==> config.mk <==
export PLATFORM = sky130hd
export DESIGN_NAME = add_sub_seq
export DESIGN_NICKNAME = d
export VERILOG_FILES = /design/src/rtl/add_sub_seq.sv
export SDC_FILE = /design/constraint.sdc
export NUM_CORES = 1
export LEC_CHECK = 0
export CAP_MARGIN = 20
export CELL_PAD_IN_SITES_DETAIL_PLACEMENT = 1
export CELL_PAD_IN_SITES_GLOBAL_PLACEMENT = 2
export CORE_MARGIN = 5
export CORE_UTILIZATION = 32
export CTS_CLUSTER_DIAMETER = 100
export DETAILED_ROUTE_END_ITERATION = 10
export PLACE_DENSITY = 0.84
export SYNTH_ARGS = -nofsm -noshare
export SYNTH_HDL_FRONTEND = slang
export SYNTH_SLANG_ARGS = --single-unit
==> constraint.sdc <==
create_clock -name i_clk -period 2.3 [get_ports i_clk]
set_input_delay 0.46 -clock i_clk [delete_from_list [all_inputs] [get_ports i_clk]]
set_output_delay 0.46 -clock i_clk [all_outputs]
set_load 0.1 [all_outputs]
==> src/rtl/add_sub_seq.sv <==
// Multi-cycle adder/subtractor: processes CHUNK bits per clock, LSB first,
// with valid/ready handshakes on both sides and a per-transaction mode.
module add_sub_seq #(
  parameter int WIDTH = 16,
  parameter int CHUNK = 4
) (
  input  logic             i_clk,
  input  logic             i_rst_n,
  input  logic             i_valid,
  output logic             o_ready,
  input  logic             i_mode,
  input  logic [WIDTH-1:0] i_var1,
  input  logic [WIDTH-1:0] i_var2,
  output logic             o_valid,
  input  logic             i_ready,
  output logic [WIDTH-1:0] o_res,
  output logic             o_carry,
  output logic             o_overflow
);

  localparam int NCHUNK = WIDTH / CHUNK;
  localparam int CW     = (NCHUNK > 1) ? $clog2(NCHUNK) : 1;

  typedef enum logic [1:0] {IDLE, CALC, DONE} state_t;

  state_t                 state;
  logic [WIDTH-1:0]       a_q;
  logic [WIDTH-1:0]       b_q;
  logic                   carry_q;
  logic [CW-1:0]          cnt;

  logic [CHUNK:0]         chunk_sum;
  logic [WIDTH+CHUNK-1:0] res_cat;
  logic                   last;
  logic                   ovf_chunk;

  // Operands are shifted right each cycle so the current chunk always sits
  // in the low CHUNK bits; the result fills from the top and is fully
  // aligned once the last chunk has been shifted in.
  always_comb begin
    chunk_sum = {1'b0, a_q[CHUNK-1:0]} + {1'b0, b_q[CHUNK-1:0]}
              + {{CHUNK{1'b0}}, carry_q};
    res_cat   = {chunk_sum[CHUNK-1:0], o_res};
    last      = (cnt == CW'(NCHUNK - 1));
    // b_q already holds ~i_var2 for subtract, so one rule covers both modes
    ovf_chunk = (a_q[CHUNK-1] == b_q[CHUNK-1]) &&
                (chunk_sum[CHUNK-1] != a_q[CHUNK-1]);
  end

  // Control FSM and datapath registers, all outputs registered
  always_ff @(posedge i_clk or negedge i_rst_n) begin
    if (!i_rst_n) begin
      state      <= IDLE;
      a_q        <= '0;
      b_q        <= '0;
      carry_q    <= 1'b0;
      cnt        <= '0;
      o_ready    <= 1'b1;
      o_valid    <= 1'b0;
      o_res      <= '0;
      o_carry    <= 1'b0;
      o_overflow <= 1'b0;
    end else begin
      case (state)
        IDLE: begin
          if (i_valid) begin
            a_q     <= i_var1;
            b_q     <= i_mode ? i_var2 : ~i_var2;
            carry_q <= ~i_mode;
            cnt     <= '0;
            o_ready <= 1'b0;
            state   <= CALC;
          end
        end
        CALC: begin
          o_res   <= res_cat[WIDTH+CHUNK-1:CHUNK];
          carry_q <= chunk_sum[CHUNK];
          a_q     <= a_q >> CHUNK;
          b_q     <= b_q >> CHUNK;
          cnt     <= cnt + 1'b1;
          if (last) begin
            o_carry    <= chunk_sum[CHUNK];
            o_overflow <= ovf_chunk;
            o_valid    <= 1'b1;
            cnt        <= '0;
            state      <= DONE;
          end
        end
        DONE: begin
          if (i_ready) begin
            o_valid <= 1'b0;
            o_ready <= 1'b1;
            state   <= IDLE;
          end
        end
        default: state <= IDLE;
      endcase
    end
  end

endmodule
# Word-level counts from Yosys, hierarchy flattened
# Index checks and enable logic that the tools add are counted.
# W data, S select, Z words.
# word_totals
output_inout_bits	20
elab_cells	53
regBits	57
inputBits	37
# op_classes
bitwise_logic	2
eq_ne	8
reduce_logical	10
n_addsub	3
muxes	20
# ops
op	count
$pmux W16 S2	2
$mux W16	3
$not A16 Y16	1
$mux W2	5
$reduce_and A3 Y1	3
$ne A2 B2 Y1 const B	3
$pmux W1 S2	3
$pmux W2 S3	1
$reduce_bool A2 Y1	3
$add A4 B4 Y5	1
$add A5 B1 Y5	1
$mux W1	5
$eq A2 B2 Y1 const B	2
$pmux W2 S2	1
$reduce_and A2 Y1	2
$add A2 B1 Y2 const B	1
$eq A2 B1 Y1 const B	1
$logic_not A2 Y1	1
$eq A1 B1 Y1	1
$logic_and A1 B1 Y1	1
$ne A1 B1 Y1	1
$not A1 Y1	1

# Depth between registers and ports, before layout
# Gate-level depths: netlist (run 1).
# logic_depth
depth_word	4
ltp_mapped	7
depth_no_buf	7

# Least setup slack after synthesis (run 1)
# OpenSTA, ideal clock, no wires.
# synth_timing
path_type	reg2reg
from	reg a_q[0]
to	reg o_carry
arrival_time_ns	1.501
setup_ns	0.129
stages_incl_launch_ff	8
required_ns	2.171
setup_slack_ns	0.671
path_buffers	0
period_less_slack_ns	1.629
path_cell_list	dfrtp_1 -> fa_1 -> inv_1 -> fa_1 -> inv_1 -> a21o_1 -> a21oi_1 -> o21ai_0
# synth_between
elab_chain_cells	2
# synth_lines
element	line_no	text
from (decl)	27	logic [WIDTH-1:0] a_q;
from (signal assigned)	67	a_q <= i_var1;
from (signal assigned)	78	a_q <= a_q >> CHUNK;
$add A4 B4 Y5	41	chunk_sum = {1'b0, a_q[CHUNK-1:0]} + {1'b0, b_q[CHUNK-1:0]}
$add A5 B1 Y5	42	+ {{CHUNK{1'b0}}, carry_q};
to (signal assigned)	82	o_carry <= chunk_sum[CHUNK];
to (decl)	17	output logic o_carry,
# No other way between the ends.
# A chain may end at the register's enable or synchronous reset.

# Worst setup path in the final report (run 1)
# Same ends and word-level chain as after synthesis.

==> out/results.tsv, run 1 <==
stage	metric	value	unit
worst_setup_path	r2r_end	o_carry$_DFFE_PN0P_	
finish	num_antenna_cells	0	
logic_synthesis	yosysTopAreaCell	dfrtp_1	
clock_network	cts_sinks	57	
worst_setup_path	crit_path_end_kind	flip-flop	
sta	finalHoldViolCount	0	
logic_synthesis	synth_edf_count	0	
detailed_routing	ant_nets	0	
die	core_area	8258	sq um
logic_synthesis	synthCells	271	
clock_network	clk_path_buf_depth	2	
logic_synthesis	netlist_area	2728	sq um
grt	gr-usage-all-layers	0.1312	
detailed_routing	viasPerCell	4.952	
logic_synthesis	synth_seq_area_share	0.5234	
clock_network	cts_tree	yes	
worst_setup_path	crit_required	2.51	ns
clock_network	post_cts_buffers	0	
worst_setup_path	max_stage_delay	0.46	ns
die	die-area	10470	sq um
placed_design	numPortBuffers	56	
sta	setup_viol	0	
die	fp.dieW	102.3	um
worst_setup_path	startpoint_type	flip-flop	
power_and_ir_drop	power_leakage	1.572	nW
worst_setup_path	critPathMaxFanout	3	
clock_network	htree_levels	3	
power_and_ir_drop	vdd_drop_max	0.4930	mV
grt	overflow	0	
logic_synthesis	synth.cells.most_frequent	dfrtp_1, nand2_1, a21oi_1, o22ai_1, nor2_1	
detailed_routing	drt-wirelength-per-cell	14.75	um
finish	layout.cells.non_filler	435	
sta	tns	0	ns
sta	relSlewSlack	0.6516	
die	die_y	102.3	um
worst_setup_path	rr_worst_depth	7	
sta	finalCritPeriodShare	0.7795	
finish	fin_nets	369	
logic_synthesis	synth_ff_type	dfrtp_1	
detailed_routing	vias	2154	
sta	rsz0062_at_grt	no	
detailed_routing	initialDrtViolationCount	112	
sta	fmax	557.8	MHz
logic_synthesis	async_reset_ff_frac	1.000	
sta	worstMarginPinSlew	0.5225	ns
clock_network	clkSlewWorstSetupHoldPaths	0.06	ns
worst_setup_path	cp.arrival	2.00	ns
clock_network	clk_latency	0.33	ns
worst_setup_path	path_class	reg2reg	
detailed_routing	drcViolationCount	0	
grt	grt_max_degree	58	
logic_synthesis	netlist.area_leader.share	0.5138	
flow_run	cap_violations	0	
clock_network	postCtsHoldBufs	0	
worst_setup_path	rr_startpoint	a_q[0]$_DFFE_PN0P_	
clock_network	cts_resized	0	
finish	areaGrowthSynthToFinish	26.38	%
die	start_util	0.3303	
sta	timing.final.max_slew_violations	0	
detailed_routing	wl	6416	um
die	num_rows	33	
logic_synthesis	synth_area_leaders	dfrtp_1, nand2_1, a21oi_1	
worst_setup_path	ff2ff_setup_slack	0.51	ns
min_path	hp-class	in2async	
logic_synthesis	synth_seq_cells	57	
worst_setup_path	cp_slowest_cell	fa_1	
clock_network	numCtsBuffers	9	
placed_design	gp_congestion	0.7351	
sta	fin_skew	0.006965	ns
die	ios	57	
run_status	status	finished clean	
finish	fillCellCount	968	
logic_synthesis	yosysWarnings	0	
grt	antenna_found_initial	0	
clock_network	root_buffer	clkbuf_8	
grt	grt_pass1_wl	10570	um
logic_synthesis	syn_nets	314	
worst_setup_path	crit_chain	fa_1 -> inv_1 -> fa_1 -> inv_1 -> a21o_1 -> a21oi_1 -> o21ai_0	
finish	post_route_cells_drive_above_1_share	0.1515	
logic_synthesis	synth_most_common_cell	dfrtp_1	
logic_synthesis	synthDistinctLibCells	32	
logic_synthesis	syn_area_per_cell	10.07	sq um
sta	period_needed	1.793	ns
detailed_routing	drt_first_pass_iters	4	
grt	grt_pass1_vias	2170	
power_and_ir_drop	power_density	1654	nW/um^2
placed_design	dp_hpwl	4512	um
placed_design	placedCellCount	420	
-- how the worst max path moves through the flow --
stage / end / cells past startpoint / slack [ns] / startpoint
floorplan: o_carry$_DFFE_PN0P_ / 7 / 0.67 / a_q[0]$_DFFE_PN0P_
CTS: o_carry$_DFFE_PN0P_ / 7 / 0.49 / a_q[0]$_DFFE_PN0P_
global route: o_carry$_DFFE_PN0P_ / 7 / 0.41 / a_q[0]$_DFFE_PN0P_
detailed placement: b_q[14]$_DFFE_PN0P_ / 4 / 0.27 / i_valid
global placement: a_q[15]$_DFFE_PN0P_ / 4 / 0.29 / i_valid
finish: o_carry$_DFFE_PN0P_ / 7 / 0.51 / a_q[0]$_DFFE_PN0P_
-- worst max-delay path: cells and delay by family, from the launching register on --
kind / cells / cell delay [ns]
adders and majority gates: 2 / 0.66
DFF: 1 / 0.42
AOI/OAI and AO/OA: 3 / 0.47
buffers and inverters: 2 / 0.13
-- registers in the layout, indices dropped and copies added, names as in the netlist --
register / flops
a_q: 16
b_q: 16
o_res: 16
cnt: 2
state: 2
carry_q: 1
o_carry: 1
o_overflow: 1
o_ready: 1
o_valid: 1
-- placed cells by master, fill, tap and decap left out, drive strengths merged, types with 6 or more instances in the layout --
cell,count
a21oi,32
a22o,9
buf,26
clkbuf,11
clkdlybuf4s50,35
dfrtp,56
inv,6
nand2,53
nor2,21
o21ai,13
o22ai,21
xnor2,12
xor2,7
-- cell families after synthesis --
kind of cell | after synthesis | synth area share
buffers and inverters | 23 | 0.06101
AOI/OAI and AO/OA | 85 | 0.1908
adders and majority gates | 6 | 0.03303
xor gates and xnor gates | 19 | 0.06101
and+or+nand+nor | 81 | 0.1307
DFF | 57 | 0.5234
-- stage by stage --
stage | worst slack (ns) | power, mW | area [sq um] | util | hold WS, ns
5_1_grt | 0.4074 | 6.112 | 3447 | 0.4174 | 0.1507
3_5_place_dp | 0.2671 | 4.964 | 3286 | 0.3979 | 0.4724
2_1_floorplan | 0.6707 | 4.314 | 2728 | - | 0.1644
6_report | 0.5071 | 5.701 | 3447 | 0.4174 | 0.1194
4_1_cts | 0.4856 | 5.780 | 3447 | 0.4174 | 0.1319
3_3_place_gp | 0.2935 | 4.886 | 3286 | 0.3979 | 0.4610
-- where the power goes --
group | switching, mW | internal, mW | total [mW]
sequential | 0.353 | 1.48 | 1.83
combinational | 2.15 | 0.935 | 3.08
clock | 0.381 | 0.406 | 0.787
total | 2.88 | 2.82 | 5.70
-- routing by layer --
metal / track usage / part of all wire / vias up / routed length, um
met5: 0 / 0 / - / 0
met2: 0.2109 / 0.47 / 52 / 3005
met1: 0.1674 / 0.46 / 1054 / 2944
met4: 0.03330 / 0.0076 / 0 / 49
met3: 0.04915 / 0.065 / 6 / 416
li1: - / - / 1042 / -
-- cell type report --
type / instances / area [sq um] / share of cell area
Timing Repair Buffer: 61 / 568.0 / 0.1648
Sequential cell: 57 / 1428 / 0.4142
Tap cell: 105 / 131.4 / 0.03811
Clock buffer: 11 / 141.4 / 0.04102
Inverter: 6 / 25.02 / 0.007260
Clock inverter: 4 / 20.02 / 0.005808
Multi-Input combinational cell: 191 / 1134 / 0.3289
(Power assumes the default switching activity.)
==> run 2, diff against run 1 <==
- CORE_UTILIZATION: 32 -> 28
- PLACE_DENSITY: 0.84 -> 0.78
- clock period: 2.3 -> 1.6 ns (I/O delays scaled with it)
==> run 2 against run 1 <==
Net effect: the flow now finishes with violations (negative setup slack); power rose by 64%; global-route usage fell by 0.29 points; flip-flop and latch count did not move; clock power rose by 68%; final cell count rose by 9.9%; critical path type unchanged; largest power group unchanged.
==> out/results.tsv, run 2 (synthesis results as in run 1) <==
stage	metric	value	unit	change
min_path	hp-class	reg2reg		was in2async
grt	gr-usage-all-layers	0.1283		was 0.1312
clock_network	clk_path_buf_depth	2		unchanged
power_and_ir_drop	vdd_drop_max	0.9221	mV	was 0.4930 mV
finish	layout_commonest_cell	dfrtp_1		unchanged
finish	final_util	0.4012		was 0.4174
detailed_routing	vias	2248		was 2154
sta	rsz0062_at_grt	yes		was no
detailed_routing	drt_first_pass_iters	4		unchanged
finish	fillCellCount	1101		was 968
finish	areaGrowthSynthToFinish	41.79	%	was 26.38%
run_status	status	finished with violations		was finished clean
grt	grt_max_degree	58		unchanged
detailed_routing	drt-wirelength-per-cell	14.79	um	was 14.75 um
sta	fmax	618.6	MHz	was 557.8 MHz
detailed_routing	ant_nets	0		unchanged
power_and_ir_drop	power_leakage	1.715	nW	was 1.572 nW
sta	timing.final.max_slew_violations	0		unchanged
power_and_ir_drop	total_power	9.341	mW	was 5.701 mW
placed_design	gp_congestion	0.7514		was 0.7351
placed_design	dp_hpwl	5243	um	was 4512 um
die	core_area	9639	sq um	was 8258 sq um
sta	setup_viol	2		was 0
detailed_routing	viasPerCell	4.703		was 4.952
grt	grt_pass1_vias	2470		was 2170
clock_network	numCtsBuffers	9		unchanged
worst_setup_path	startpoint_type	flip-flop		unchanged
finish	final_cell_mix	dfrtp_1, nand2_1, clkdlybuf4s50_1		unchanged
worst_setup_path	critPathMaxFanout	2		was 3
worst_setup_path	crit_path_end_kind	flip-flop		unchanged
finish	multi_input_area	1146	sq um	was 1134 sq um
die	ios	57		unchanged
sta	worstMarginPinSlew	0.5338	ns	was 0.5225 ns
detailed_routing	wl	7071	um	was 6416 um
run_status	violations	negative setup slack		
finish	layout.cells.non_filler	478		was 435
finish	num_antenna_cells	0		unchanged
finish	regArea	1428	sq um	unchanged
sta	fin_ws	-0.01643	ns	was 0.5071 ns
clock_network	clk_latency	0.34	ns	was 0.33 ns
die	fp.dieW	108.7	um	was 102.3 um
grt	antenna_found_initial	0		unchanged
detailed_routing	initialDrtViolationCount	38		was 112
die	die_y	108.7	um	was 102.3 um
clock_network	root_buffer	clkbuf_8		unchanged
clock_network	cts_tree	yes		unchanged
placed_design	placedCellCount	460		was 420
clock_network	clkSlewWorstSetupHoldPaths	0.07	ns	was 0.06 ns
worst_setup_path	cp.arrival	1.84	ns	was 2.00 ns
die	die-area	11820	sq um	was 10470 sq um
die	start_util	0.2830		was 0.3303
sta	finalHoldViolCount	0		unchanged
worst_setup_path	path_class	reg2reg		unchanged
sta	fin_skew	0.009192	ns	was 0.006965 ns
finish	fin_nets	383		was 369
worst_setup_path	crit_required	1.82	ns	was 2.51 ns
clock_network	cts_sinks	57		unchanged
clock_network	htree_levels	3		unchanged
finish	post_route_cells_drive_above_1_share	0.1971		was 0.1515
grt	overflow	0		unchanged
grt	grt_pass1_wl	11820	um	was 10570 um
sta	relSlewSlack	0.6441		was 0.6516
detailed_routing	drcViolationCount	0		unchanged
sta	finalCritPeriodShare	1.010		was 0.7795
placed_design	numPortBuffers	56		unchanged
die	num_rows	36		was 33
sta	period_needed	1.616	ns	was 1.793 ns
finish	top_regs	a_q (16), b_q (16), o_res (16)		unchanged
flow_run	cap_violations	0		unchanged
power_and_ir_drop	power_density	2415	nW/um^2	was 1654 nW/um^2
-- run 2: path summary, 6_finish.rpt --
check	start	to	slack, ns	cells past startpoint
max	carry_q$_DFFE_PN0P_	o_carry$_DFFE_PN0P_	-0.02	7
min	cnt[0]$_DFFE_PN0P_	cnt[0]$_DFFE_PN0P_	0.50	1
max reg2reg	carry_q$_DFFE_PN0P_	o_carry$_DFFE_PN0P_	-0.02	7
min reg2reg	cnt[0]$_DFFE_PN0P_	cnt[0]$_DFFE_PN0P_	0.50	1
max in group asynchronous	i_rst_n	o_ready$_DFFE_PN1P_	0.77	3
min in group asynchronous	i_rst_n	o_res[0]$_DFFE_PN0P_	0.53	3
-- run 2: stage by stage --
| step | hold slack (ns) | setup TNS (ns) | setup slack (ns) | area (sq um) |
|---|---|---|---|---|
| after global routing | 0.5324 | -0.2028 | -0.06880 | 3867 |
| after floorplan | 0.02441 | 0 | 0.02624 | 2736 |
| final | 0.5039 | -0.02920 | -0.01643 | 3867 |
| after CTS | 0.5096 | -0.04677 | -0.02436 | 3867 |
| after detailed placement | 0.3507 | -1.374 | -0.08443 | 3657 |
| after global placement | 0.3490 | -0.1420 | -0.04417 | 3657 |
-- run 2: layout make-up --
type | instances | area share
Clock buffer | 13 | 0.03850
Clock inverter | 3 | 0.01035
Inverter | 6 | 0.006470
Multi-Input combinational cell | 191 | 0.2963
Sequential cell | 57 | 0.3691
Tap cell | 133 | 0.04303
Timing Repair Buffer | 75 | 0.2362
-- run 2: what timing repair did --
action,in CTS,in global routing
endpoints found under the setup margin,4,5
setup buffers,1,0
gates resized for setup,3,2
gates cloned,0,0
pin swaps,6,1
hold buffers,1,0
hold endpoints to repair,56,0
-- run 2: report_power, final --
| group | internal (mW) | switching [mW] |
|---|---|---|
| combinational | 2.07 | 3.24 |
| clock | 0.758 | 0.564 |
| sequential | 2.12 | 0.592 |
| total | 4.95 | 4.39 |
-- run 2: layer usage --
layer / vias up / part of all wire / track usage
met3: 10 / 0.051 / 0.03967
met4: 0 / 0.0086 / 0.04058
li1: 1069 / - / -
met1: 1107 / 0.43 / 0.1486
met5: - / 0 / 0
met2: 62 / 0.51 / 0.2259
-- run 2: worst max-delay path: stages (launching register included) --
cell     delay, ns
dfrtp_1       0.41
fa_2          0.41
inv_2         0.07
fa_2          0.21
inv_2         0.03
a21o_1        0.15
a21oi_2       0.13
o21ai_1       0.08
==> run 3, diff against run 2 <==
- MAX_ROUTING_LAYER: unset -> met4
- PLACE_DENSITY: 0.78 -> unset
- PLACE_DENSITY_LB_ADDON: unset -> 0.05
==> run 3 against run 2 <==
Net effect: the flow still finishes with violations (negative setup slack); clock power shrank 8%; clock-buffer cell count unchanged; critical endpoint unchanged; final cell count grew 0.84%; non-clock buffer count rose by 4; highest routed layer unchanged.
==> out/results.tsv, run 3 (synthesis results as in run 1) <==
stage	metric	value	unit	change
die	die-area	11820	sq um	unchanged
power_and_ir_drop	switching_power	4.427	mW	was 4.393 mW
finish	num_antenna_cells	0		unchanged
clock_network	clk_path_buf_depth	2		unchanged
clock_network	root_buffer	clkbuf_8		unchanged
sta	fin_skew	0.006573	ns	was 0.009192 ns
placed_design	numPortBuffers	56		unchanged
min_path	hold_path_end	cnt[0]$_DFFE_PN0P_		unchanged
grt	overflow	0		unchanged
clock_network	cts_tree	yes		unchanged
finish	final_util	0.4032		was 0.4012
run_status	status	finished with violations		unchanged
sta	period_needed	1.630	ns	was 1.616 ns
sta	finalCritPeriodShare	1.019		was 1.010
die	fp.dieW	108.7	um	unchanged
clock_network	clk_latency	0.34	ns	about the same
power_and_ir_drop	netSwitchingFraction	0.4746		was 0.4702
grt	grt_pass1_vias	2296		was 2470
grt	gr-usage-all-layers	0.1369		was 0.1283
detailed_routing	drcViolationCount	0		unchanged
finish	fin_nets	387		was 383
worst_setup_path	path_class	reg2reg		unchanged
sta	worstMarginPinSlew	0.4735	ns	was 0.5338 ns
detailed_routing	wl	7234	um	was 7071 um
power_and_ir_drop	power_frac_seq	0.291		about the same
grt	grt_max_degree	58		unchanged
clock_network	clkSlewWorstSetupHoldPaths	0.06	ns	was 0.07 ns
finish	areaGrowthSynthToFinish	42.48	%	was 41.79%
sta	fmax	613.6	MHz	was 618.6 MHz
detailed_routing	initialDrtViolationCount	79		was 38
die	core_area	9639	sq um	unchanged
detailed_routing	drt-wirelength-per-cell	15.01	um	was 14.79 um
sta	fin_ws	-0.02982	ns	was -0.01643 ns
grt	grt_pass1_wl	11950	um	was 11820 um
worst_setup_path	rr_worst_depth	7		unchanged
clock_network	cts_sinks	57		unchanged
sta	rsz0062_at_grt	yes		unchanged
finish	top_regs	a_q (16), b_q (16), o_res (16)		unchanged
worst_setup_path	max_stage_delay	0.40	ns	was 0.41 ns
sta	setup_viol	3		was 2
run_status	violations	negative setup slack		unchanged
worst_setup_path	cp-startpoint	a_q[0]$_DFFE_PN0P_		was carry_q$_DFFE_PN0P_
sta	relSlewSlack	0.6843		was 0.6441
placed_design	dp_hpwl	5163	um	was 5243 um
worst_setup_path	crit_required	1.82	ns	about the same
die	num_rows	36		unchanged
min_path	hp-start	cnt[0]$_DFFE_PN0P_		unchanged
die	ios	57		unchanged
worst_setup_path	startpoint_type	flip-flop		unchanged
finish	post_route_cells_drive_above_1_share	0.2092		was 0.1971
worst_setup_path	r2r_end	o_carry$_DFFE_PN0P_		unchanged
flow_run	cap_violations	0		unchanged
finish	layout_commonest_cell	dfrtp_1		unchanged
finish	fillCellCount	1117		was 1101
worst_setup_path	ff2ff_setup_slack	-0.03	ns	was -0.02 ns
grt	antenna_found_initial	0		unchanged
power_and_ir_drop	p_int	4.900	mW	was 4.949 mW
power_and_ir_drop	total_power	9.327	mW	was 9.341 mW
worst_setup_path	crit_path_end_kind	flip-flop		unchanged
sta	finalHoldViolCount	0		unchanged
finish	final_cell_mix	dfrtp_1, nand2_1, clkdlybuf4s50_1		unchanged
worst_setup_path	crit_path_frequent_cell	fa_2		
placed_design	gp_congestion	0.7321		was 0.7514
placed_design	pre_cts_ws	-0.09362	ns	was -0.08443 ns
power_and_ir_drop	power_density	2400	nW/um^2	was 2415 nW/um^2
worst_setup_path	cp_slowest_cell	dfrtp_1		unchanged
detailed_routing	drt_first_pass_iters	4		unchanged
die	die_y	108.7	um	unchanged
detailed_routing	viasPerCell	4.571		was 4.703
finish	regArea	1428	sq um	unchanged
worst_setup_path	rr_startpoint	a_q[0]$_DFFE_PN0P_		was carry_q$_DFFE_PN0P_
power_and_ir_drop	p_comb_frac	0.579		was 0.568
worst_setup_path	crit_chain	fa_2 -> inv_2 -> fa_2 -> inv_1 -> a21o_1 -> a21oi_2 -> o21ai_1		was fa_2 -> inv_2 -> fa_2 -> inv_2 -> a21o_1 -> a21oi_2 -> o21ai_1
die	start_util	0.2830		unchanged
detailed_routing	ant_nets	0		unchanged
clock_network	numCtsBuffers	9		unchanged
min_path	hold_depth	1		unchanged
worst_setup_path	critPathMaxFanout	2		unchanged
sta	timing.final.max_slew_violations	0		unchanged
finish	multi_input_area	1150	sq um	was 1146 sq um
power_and_ir_drop	vdd_drop_max	0.8703	mV	was 0.9221 mV
detailed_routing	vias	2203		was 2248
sta	tns	-0.06248	ns	was -0.02920 ns
min_path	hp-class	reg2reg		unchanged
power_and_ir_drop	power_leakage	1.731	nW	was 1.715 nW
power_and_ir_drop	power_frac_clock	0.130		was 0.142
clock_network	htree_levels	3		unchanged
worst_setup_path	cp.arrival	1.85	ns	was 1.84 ns
==> run 3: cell count changes in the layout (fill, tap and decap cells not counted), sizes merged <==
| cell | before | now |
|---|---|---|
| buf | 39 | 43 |
| bufinv | 1 | 0 |
| clkinv | 2 | 3 |
==> run 3: worst max path at each step <==
stage | end | cells past startpoint
after detailed placement | b_q[14]$_DFFE_PN0P_ | 4
after global routing | carry_q$_DFFE_PN0P_ | 7
after CTS | carry_q$_DFFE_PN0P_ | 7
after global placement | b_q[12]$_DFFE_PN0P_ | 4
after floorplan | o_carry$_DFFE_PN0P_ | 7
final | o_carry$_DFFE_PN0P_ | 7
==> run 3: area by class of cell <==
type,instances,area share
clock buffers,13,0.04089
repair buffers,79,0.2428
multi-input cells,191,0.2959
inverters,6,0.006439
well taps,133,0.04282
flip-flops and latches,57,0.3674
clock inverters,3,0.003863
==> run 3: metal layers <==
layer,track usage,routed length [um],vias up
met5,-,0,-
met4,0.05681,122,0
met3,0.02309,241,11
met2,0.2229,3549,52
met1,0.1688,3321,1062
li1,-,-,1078
==> run 3: critical path: cells and delay by family, from the launching register on <==
family	cells	cell delay, ns
buffers and inverters	2	0.10
AOI/OAI and AO/OA	3	0.42
adders and majority gates	2	0.59
DFF	1	0.40
==> run 3: timing repair <==
action                                 4_1_cts  5_1_grt
hold buffers                                 1        0
gates resized for setup                      4        2
pin swaps                                    5        5
setup endpoints to repair                    4        6
buffers inserted                             1        0
endpoints found under the hold margin       17        0
gates cloned                                 0        0
==> run 3: power by group through the flow <==
stage	sequential [mW]	clock (mW)	combinational, mW
floorplan	4.02	0	2.21
global placement	2.75	0	5.30
detailed placement	2.77	0	5.37
CTS	2.74	1.27	5.46
global route	2.81	1.33	5.84
finish	2.72	1.21	5.40
==> run 3: through the flow <==
step / cell area (sq um) / hold slack, ns / instances
4_1_cts: 3882 / 0.5042 / 482
3_5_place_dp: 3687 / 0.3562 / 464
3_3_place_gp: 3687 / 0.3575 / 464
6_report: 3886 / 0.4995 / 482
5_1_grt: 3886 / 0.5116 / 482
2_1_floorplan: 2736 / 0.02441 / 271
